## src/rtl/serial_frame_fifo.sv

```systemverilog
// rtl/serial_frame_fifo.sv - Pi serial deserialiser feeding a frame FIFO for the I2S output stage
module serial_frame_fifo #(
    parameter int SAMPLE_W   = 16,
    parameter int CHANNELS   = 2,
    parameter int DEPTH_LOG2 = 6,
    parameter int LOW_WATER  = 16,
    parameter int HIGH_WATER = 48
) (
    input  logic                           clk,
    input  logic                           rst_n,
    input  logic                           rpi_clk,
    input  logic                           serial,
    input  logic                           enable,
    input  logic                           ready,
    output logic                           rpi_interrupt,
    output logic [SAMPLE_W*CHANNELS-1:0]   data,
    output logic [DEPTH_LOG2:0]            level,
    output logic                           underrun,
    output logic                           overrun
);
    localparam int FRAME_W = SAMPLE_W * CHANNELS;
    localparam int DEPTH   = 2 ** DEPTH_LOG2;
    localparam int CNT_W   = $clog2(FRAME_W + 1);
    localparam logic [DEPTH_LOG2:0] FULL_LVL = (DEPTH_LOG2 + 1)'(DEPTH);
    localparam logic [DEPTH_LOG2:0] LOW_LVL  = (DEPTH_LOG2 + 1)'(LOW_WATER);
    localparam logic [DEPTH_LOG2:0] HIGH_LVL = (DEPTH_LOG2 + 1)'(HIGH_WATER);
    localparam logic [CNT_W-1:0]    LAST_BIT = CNT_W'(FRAME_W - 1);

    typedef enum logic [1:0] {ST_DISABLED, ST_PRIME, ST_RUN} state_t;
    state_t state, state_next;

    logic [2:0]            rpi_sync;
    logic [1:0]            ser_sync;
    logic [CNT_W-1:0]      bit_cnt;
    logic [FRAME_W-1:0]    frame_sr;
    logic [FRAME_W-1:0]    push_frame;
    logic                  push_pending;
    logic                  ready_q;
    logic [DEPTH_LOG2-1:0] wr_ptr;
    logic [DEPTH_LOG2-1:0] rd_ptr;
    logic [FRAME_W-1:0]    mem [DEPTH];

    logic rpi_rise, shift_active, pop_req, empty, full;
    logic pop_take, underrun_set, push_ok, overrun_set;

    assign rpi_rise     = rpi_sync[1] & ~rpi_sync[2];
    assign shift_active = enable && (state != ST_DISABLED);
    assign pop_req      = ready & ~ready_q;
    assign empty        = (level == '0);
    assign full         = (level == FULL_LVL);

    always_ff @(posedge clk or negedge rst_n) begin
        if (!rst_n) begin
            rpi_sync <= '0;
            ser_sync <= '0;
        end else begin
            rpi_sync <= {rpi_sync[1:0], rpi_clk};
            ser_sync <= {ser_sync[0], serial};
        end
    end

    // The whole frame shifts left, so the first sample ends up in the top slot
    // and is swapped into the LSBs when the frame is written.
    always_ff @(posedge clk or negedge rst_n) begin
        if (!rst_n) begin
            bit_cnt      <= '0;
            frame_sr     <= '0;
            push_pending <= 1'b0;
        end else begin
            push_pending <= 1'b0;
            if (!shift_active) begin
                bit_cnt <= '0;
            end else if (rpi_rise) begin
                frame_sr <= {frame_sr[FRAME_W-2:0], ser_sync[1]};
                if (bit_cnt == LAST_BIT) begin
                    bit_cnt      <= '0;
                    push_pending <= 1'b1;
                end else begin
                    bit_cnt <= bit_cnt + 1'b1;
                end
            end
        end
    end

    always_comb begin
        push_frame = '0;
        for (int c = 0; c < CHANNELS; c++) begin
            push_frame[c*SAMPLE_W +: SAMPLE_W] = frame_sr[(CHANNELS-1-c)*SAMPLE_W +: SAMPLE_W];
        end
    end

    always_ff @(posedge clk or negedge rst_n) begin
        if (!rst_n) state <= ST_DISABLED;
        else        state <= state_next;
    end

    always_comb begin
        state_next = state;
        case (state)
            ST_DISABLED: if (enable) state_next = ST_PRIME;
            ST_PRIME: begin
                if (!enable)                state_next = ST_DISABLED;
                else if (level >= HIGH_LVL) state_next = ST_RUN;
            end
            ST_RUN: begin
                if (!enable)           state_next = ST_DISABLED;
                else if (underrun_set) state_next = ST_PRIME;
            end
            default: state_next = ST_DISABLED;
        endcase
    end

    // A pop on a full FIFO frees the slot the same-cycle push lands in.
    always_comb begin
        pop_take     = pop_req && (state == ST_RUN) && !empty;
        underrun_set = pop_req && (state == ST_RUN) && empty;
        push_ok      = push_pending && (!full || pop_take);
        overrun_set  = push_pending && full && !pop_take;
    end

    always_ff @(posedge clk) begin
        if (push_ok) mem[wr_ptr] <= push_frame;
    end

    always_ff @(posedge clk or negedge rst_n) begin
        if (!rst_n) begin
            ready_q       <= 1'b0;
            wr_ptr        <= '0;
            rd_ptr        <= '0;
            level         <= '0;
            data          <= '0;
            underrun      <= 1'b0;
            overrun       <= 1'b0;
            rpi_interrupt <= 1'b0;
        end else begin
            ready_q  <= ready;
            underrun <= underrun_set;
            overrun  <= overrun_set;
            if (push_ok)  wr_ptr <= wr_ptr + 1'b1;
            if (pop_take) rd_ptr <= rd_ptr + 1'b1;
            if (push_ok && !pop_take)      level <= level + 1'b1;
            else if (!push_ok && pop_take) level <= level - 1'b1;
            if (pop_req) data <= pop_take ? mem[rd_ptr] : '0;
            if (!enable || state == ST_DISABLED) rpi_interrupt <= 1'b0;
            else if (level < LOW_LVL)            rpi_interrupt <= 1'b1;
            else if (level >= HIGH_LVL)          rpi_interrupt <= 1'b0;
        end
    end
endmodule

```

## config.mk

```make
export PLATFORM = sky130hd
export DESIGN_NAME = serial_frame_fifo
export DESIGN_NICKNAME = d
export VERILOG_FILES = /design/src/rtl/serial_frame_fifo.sv
export SDC_FILE = /design/constraint.sdc
export NUM_CORES = 2
export LEC_CHECK = 0
export BUFFER_PORTS_ARGS = -buffer_cell sky130_fd_sc_hd__buf_2
export CAP_MARGIN = 20
export CORE_ASPECT_RATIO = 0.9
export CORE_MARGIN = 2
export CORE_UTILIZATION = 32
export CTS_BUF_LIST = sky130_fd_sc_hd__clkbuf_4
export DETAILED_ROUTE_END_ITERATION = 12
export SLEW_MARGIN = 10
export SYNTH_ARGS = -nofsm -noshare
export SYNTH_HDL_FRONTEND = slang
export SYNTH_SLANG_ARGS = --single-unit
```

## constraint.sdc

```tcl
create_clock -name clk -period 4.4 [get_ports clk]
set_input_delay 0.44 -clock clk [delete_from_list [all_inputs] [get_ports clk]]
set_output_delay 0.44 -clock clk [all_outputs]
set_load 0.02 [all_outputs]
```

==> results by group <==
Outcome
  – Status: finished clean

STA
  – Final Hold Viols: 0
  – Clock period minus worst slack: 3.57 ns
  – Final setup margin: 0.831 ns
  – Setup TNS Final: 0 ns
  – Relative slew slack: 21.0%
  – Final Setup Violations: 0
  – Unrepaired setup endpoints after global routing: false
  – Final setup skew: 0.147 ns
  – WHS: 0.231 ns
  – Fmax: 280 MHz
  – Final period util: 81.1%
  – Final-report max-slew violation count: 0
  – Worst Max-Slew Pin Slew: 1.18 ns

Global route
  – Total Routing Usage GR: 16.8%
  – Vias in the first global route: 43500
  – Largest net degree at the start of global routing: 67
  – Overflow after GRT: 0
  – Global-route wire length before repair: 316 mm
  – Initial antenna violation count: 11

Critical path
  – WS Path Type: flip-flop to flip-flop
  – Worst path slowest cell: dfrtp_4
  – Cell depth of the worst setup path: 6
  – WP data required: 5.45 ns
  – Crit-path cells: buf_12 -> buf_4 -> mux4_2 -> mux4_2 -> o211ai_1 -> nand3_1
  – Setup crit start kind: flip-flop
  – Crit-path max cell delay: 0.72 ns
  – Crit path DAT: 4.62 ns
  – Top cell by count, worst path: mux4_2
  – Reg-to-reg startpoint: rd_ptr[0]
  – Worst-path maximum fanout: 44
  – Critical path origin: rd_ptr[0]
  – CP bufs+invs: 2
  – Worst setup EP type: flip-flop
  – Crit path max-delay family: multiplexers
  – R2R depth: 6

Die
  – Initial Util: 32.2%
  – I/O pin cnt: 48
  – Chip Width: 539 um
  – Die H: 485 um
  – Die ar.: 262000 um^2
  – Cell Rows: 176
  – Core area: 256000 um^2

Detailed routing
  – Initial drt markers: 5149
  – Vias per cell: 5.25
  – Vias: 42800
  – DRT Pass-1 Iters: 6
  – DR top layer: met5
  – Avg WL per Cell: 27.3 um
  – Metal3 WL: 22.2 mm
  – WL final: 223 mm
  – Final ANT Viol Nets: 0
  – Metal2 WL: 101 mm
  – DRC violations left: 0
  – Wire length on met1: 95.9 mm

Logic synthesis
  – Cells after synthesis: 3819
  – Ranking of synthesized cells by area: edfxtp_1 (75%), mux4_2 (11%), mux2i_1 (3.5%), dfrtp_1 (3.1%), o221ai_1 (0.66%)
  – Synthesized flop and latch total: 2149
  – Number of flops mapped to enable cells by yosys: 2048
  – Sequential area share after synthesis: 77.7%
  – Synth unique cells: 57
  – Post-synth net total: 3835
  – Cell with the most instances after synthesis: edfxtp_1
  – Main synth FF type: edfxtp_1
  – Ys async rst share: 4.70%
  – Post-synth top cells: edfxtp_1 (2048), mux4_2 (416), mux2i_1 (287)
  – Post-synth top area share: 74.7%
  – Synth warnings: 0
  – Leading area contributor after synthesis: edfxtp_1
  – Post-Syn Area: 82400 um^2
  – Avg Cell Area, Syn: 21.6 um^2

Final layout
  – Synthesis-to-finish area growth: 15.9%
  – Area of the multi-input gates: 17600 um^2
  – Share of cells above drive strength 1: 34.9%
  – Final nets: 4438
  – Fill count: 23400
  – Non-filler cells, final: 8165
  – Register area: 64100 um^2

Placed design
  – DP HPWL: 125 mm
  – GPL Wtd Cong: 0.790
  – Setup slack at placement: 0.868 ns
  – Port buffer count: 47
  – Cells after DPL: 7266

Power and ir drop
  – Clock Power Share: 34.7%
  – Internal Pwr Total: 34.4 mW
  – Switch Pwr: 12.8 mW
  – Seq pwr share: 48.9%
  – Pleak: 30.7 nW
  – Worst vdd ir: 288 uV
  – P per Cell Area: 495 nW/um^2
  – Logic pwr share: 16.4%
  – Sw Share: 27.1%

CTS
  – Max Buffers Root-to-Sink: 4
  – CTS clk-pin slew, worst paths: 0.07 ns
  – CTS tree: yes
  – Clk sinks: 2149
  – TritonCTS buffer count: 524
  – Clock Latency Late Sink: 1.28 ns
  – Post-cts resize count: 0
  – Clock H-tree levels: 6
  – CTS root buf: clkbuf_4

Flow run
  – Max-cap check violation count: 0

Min path
  – Hold_sp: ready
  – Hold Crit Depth: 4
  – Worst min path class: input pin to flip-flop
==> power groups by stage <==
stage                     clock network, mW  registers, mW  logic [mW]
final                                  16.4           23.1        7.75
after global routing                   17.9           23.1        8.23
after CTS                              16.8           23.1        7.79
after detailed placement                  0           23.6        7.78
after global placement                    0           23.6        7.75
after floorplan                           0           23.5        5.48
==> stage by stage <==
step / total power [mW] / cell area (um^2) / utilization (%)
after floorplan: 28.9 / 82400 / -
after global routing: 49.2 / 95500 / 37.3
after global placement: 31.3 / 88800 / 34.7
after detailed placement: 31.4 / 88800 / 34.7
after CTS: 47.7 / 95400 / 37.3
final: 47.2 / 95500 / 37.3
==> repair_timing <==
action,CTS,global route
hold buffers,11,0
setup buffers,0,0
hold endpoints to repair,86,0
==> flip-flops by register name, summed over array words and instances (netlist names) <==
signal         count
mem             2048
bit_cnt            6
frame_sr          32
rpi_interrupt      1
rpi_sync           3
overrun            1
state              2
underrun           1
data              32
ser_sync           2
level              7
wr_ptr             6
push_pending       1
ready_q            1
rd_ptr             6
==> final cells by class <==
class	instances	share of cell area [%]
Timing Repair Buffer	291	3.15
Multi-Input combinational cell	1443	18.4
Inverter	13	0.0511
Antenna cell	10	0.0262
Tap cell	3382	4.43
Clock buffer	768	6.04
Sequential cell	2149	67.1
Clock inverter	109	0.765
==> cell usage in the layout, fill, tap and decap left out, types with 71 or more instances in the layout <==
cell / instances
clkbuf_4: 768
edfxtp_1: 2048
clkinv_1: 75
o21ai_0: 73
mux4_2: 416
buf_12: 71
mux2i_1: 287
a21oi_1: 80
buf_4: 162
nand2_1: 79
==> worst reg2reg max path, cell delays in order, from the launching register on <==
cell and delay, ns:
dfrtp_4 0.72, buf_12 0.37, buf_4 0.41, mux4_2 0.57, mux4_2 0.48, o211ai_1 0.72
nand3_1 0.16
==> cell families after synthesis <==
kind of cell,Yosys count,share of synthesized area (%)
compound gates,398,3.37
xor+xnor,17,0.181
fa+ha+maj,11,0.173
buf+inv,227,1.59
flops,2149,77.7
mux,751,15.5
simple gates,266,1.44
==> layer usage <==
metal / global-route usage, % / up-vias
met4: 4.38 / 2
met2: 25.1 / 2138
met3: 4.33 / 316
met1: 24.2 / 22800
li1: - / 17600
met5: 0 / -
==> path summary, 6_finish.rpt <==
kind | slack [ns] | endpoint
worst max-delay path | 0.83 | data[20]
worst min-delay path | 0.23 | underrun
worst max register to register | 0.83 | data[20]
worst min register to register | 0.35 | rpi_sync[1]
max in group asynchronous | 3.34 | rd_ptr[0]
min in group asynchronous | 0.55 | level[5]
Note: power is estimated with default switching activity, not from simulation.
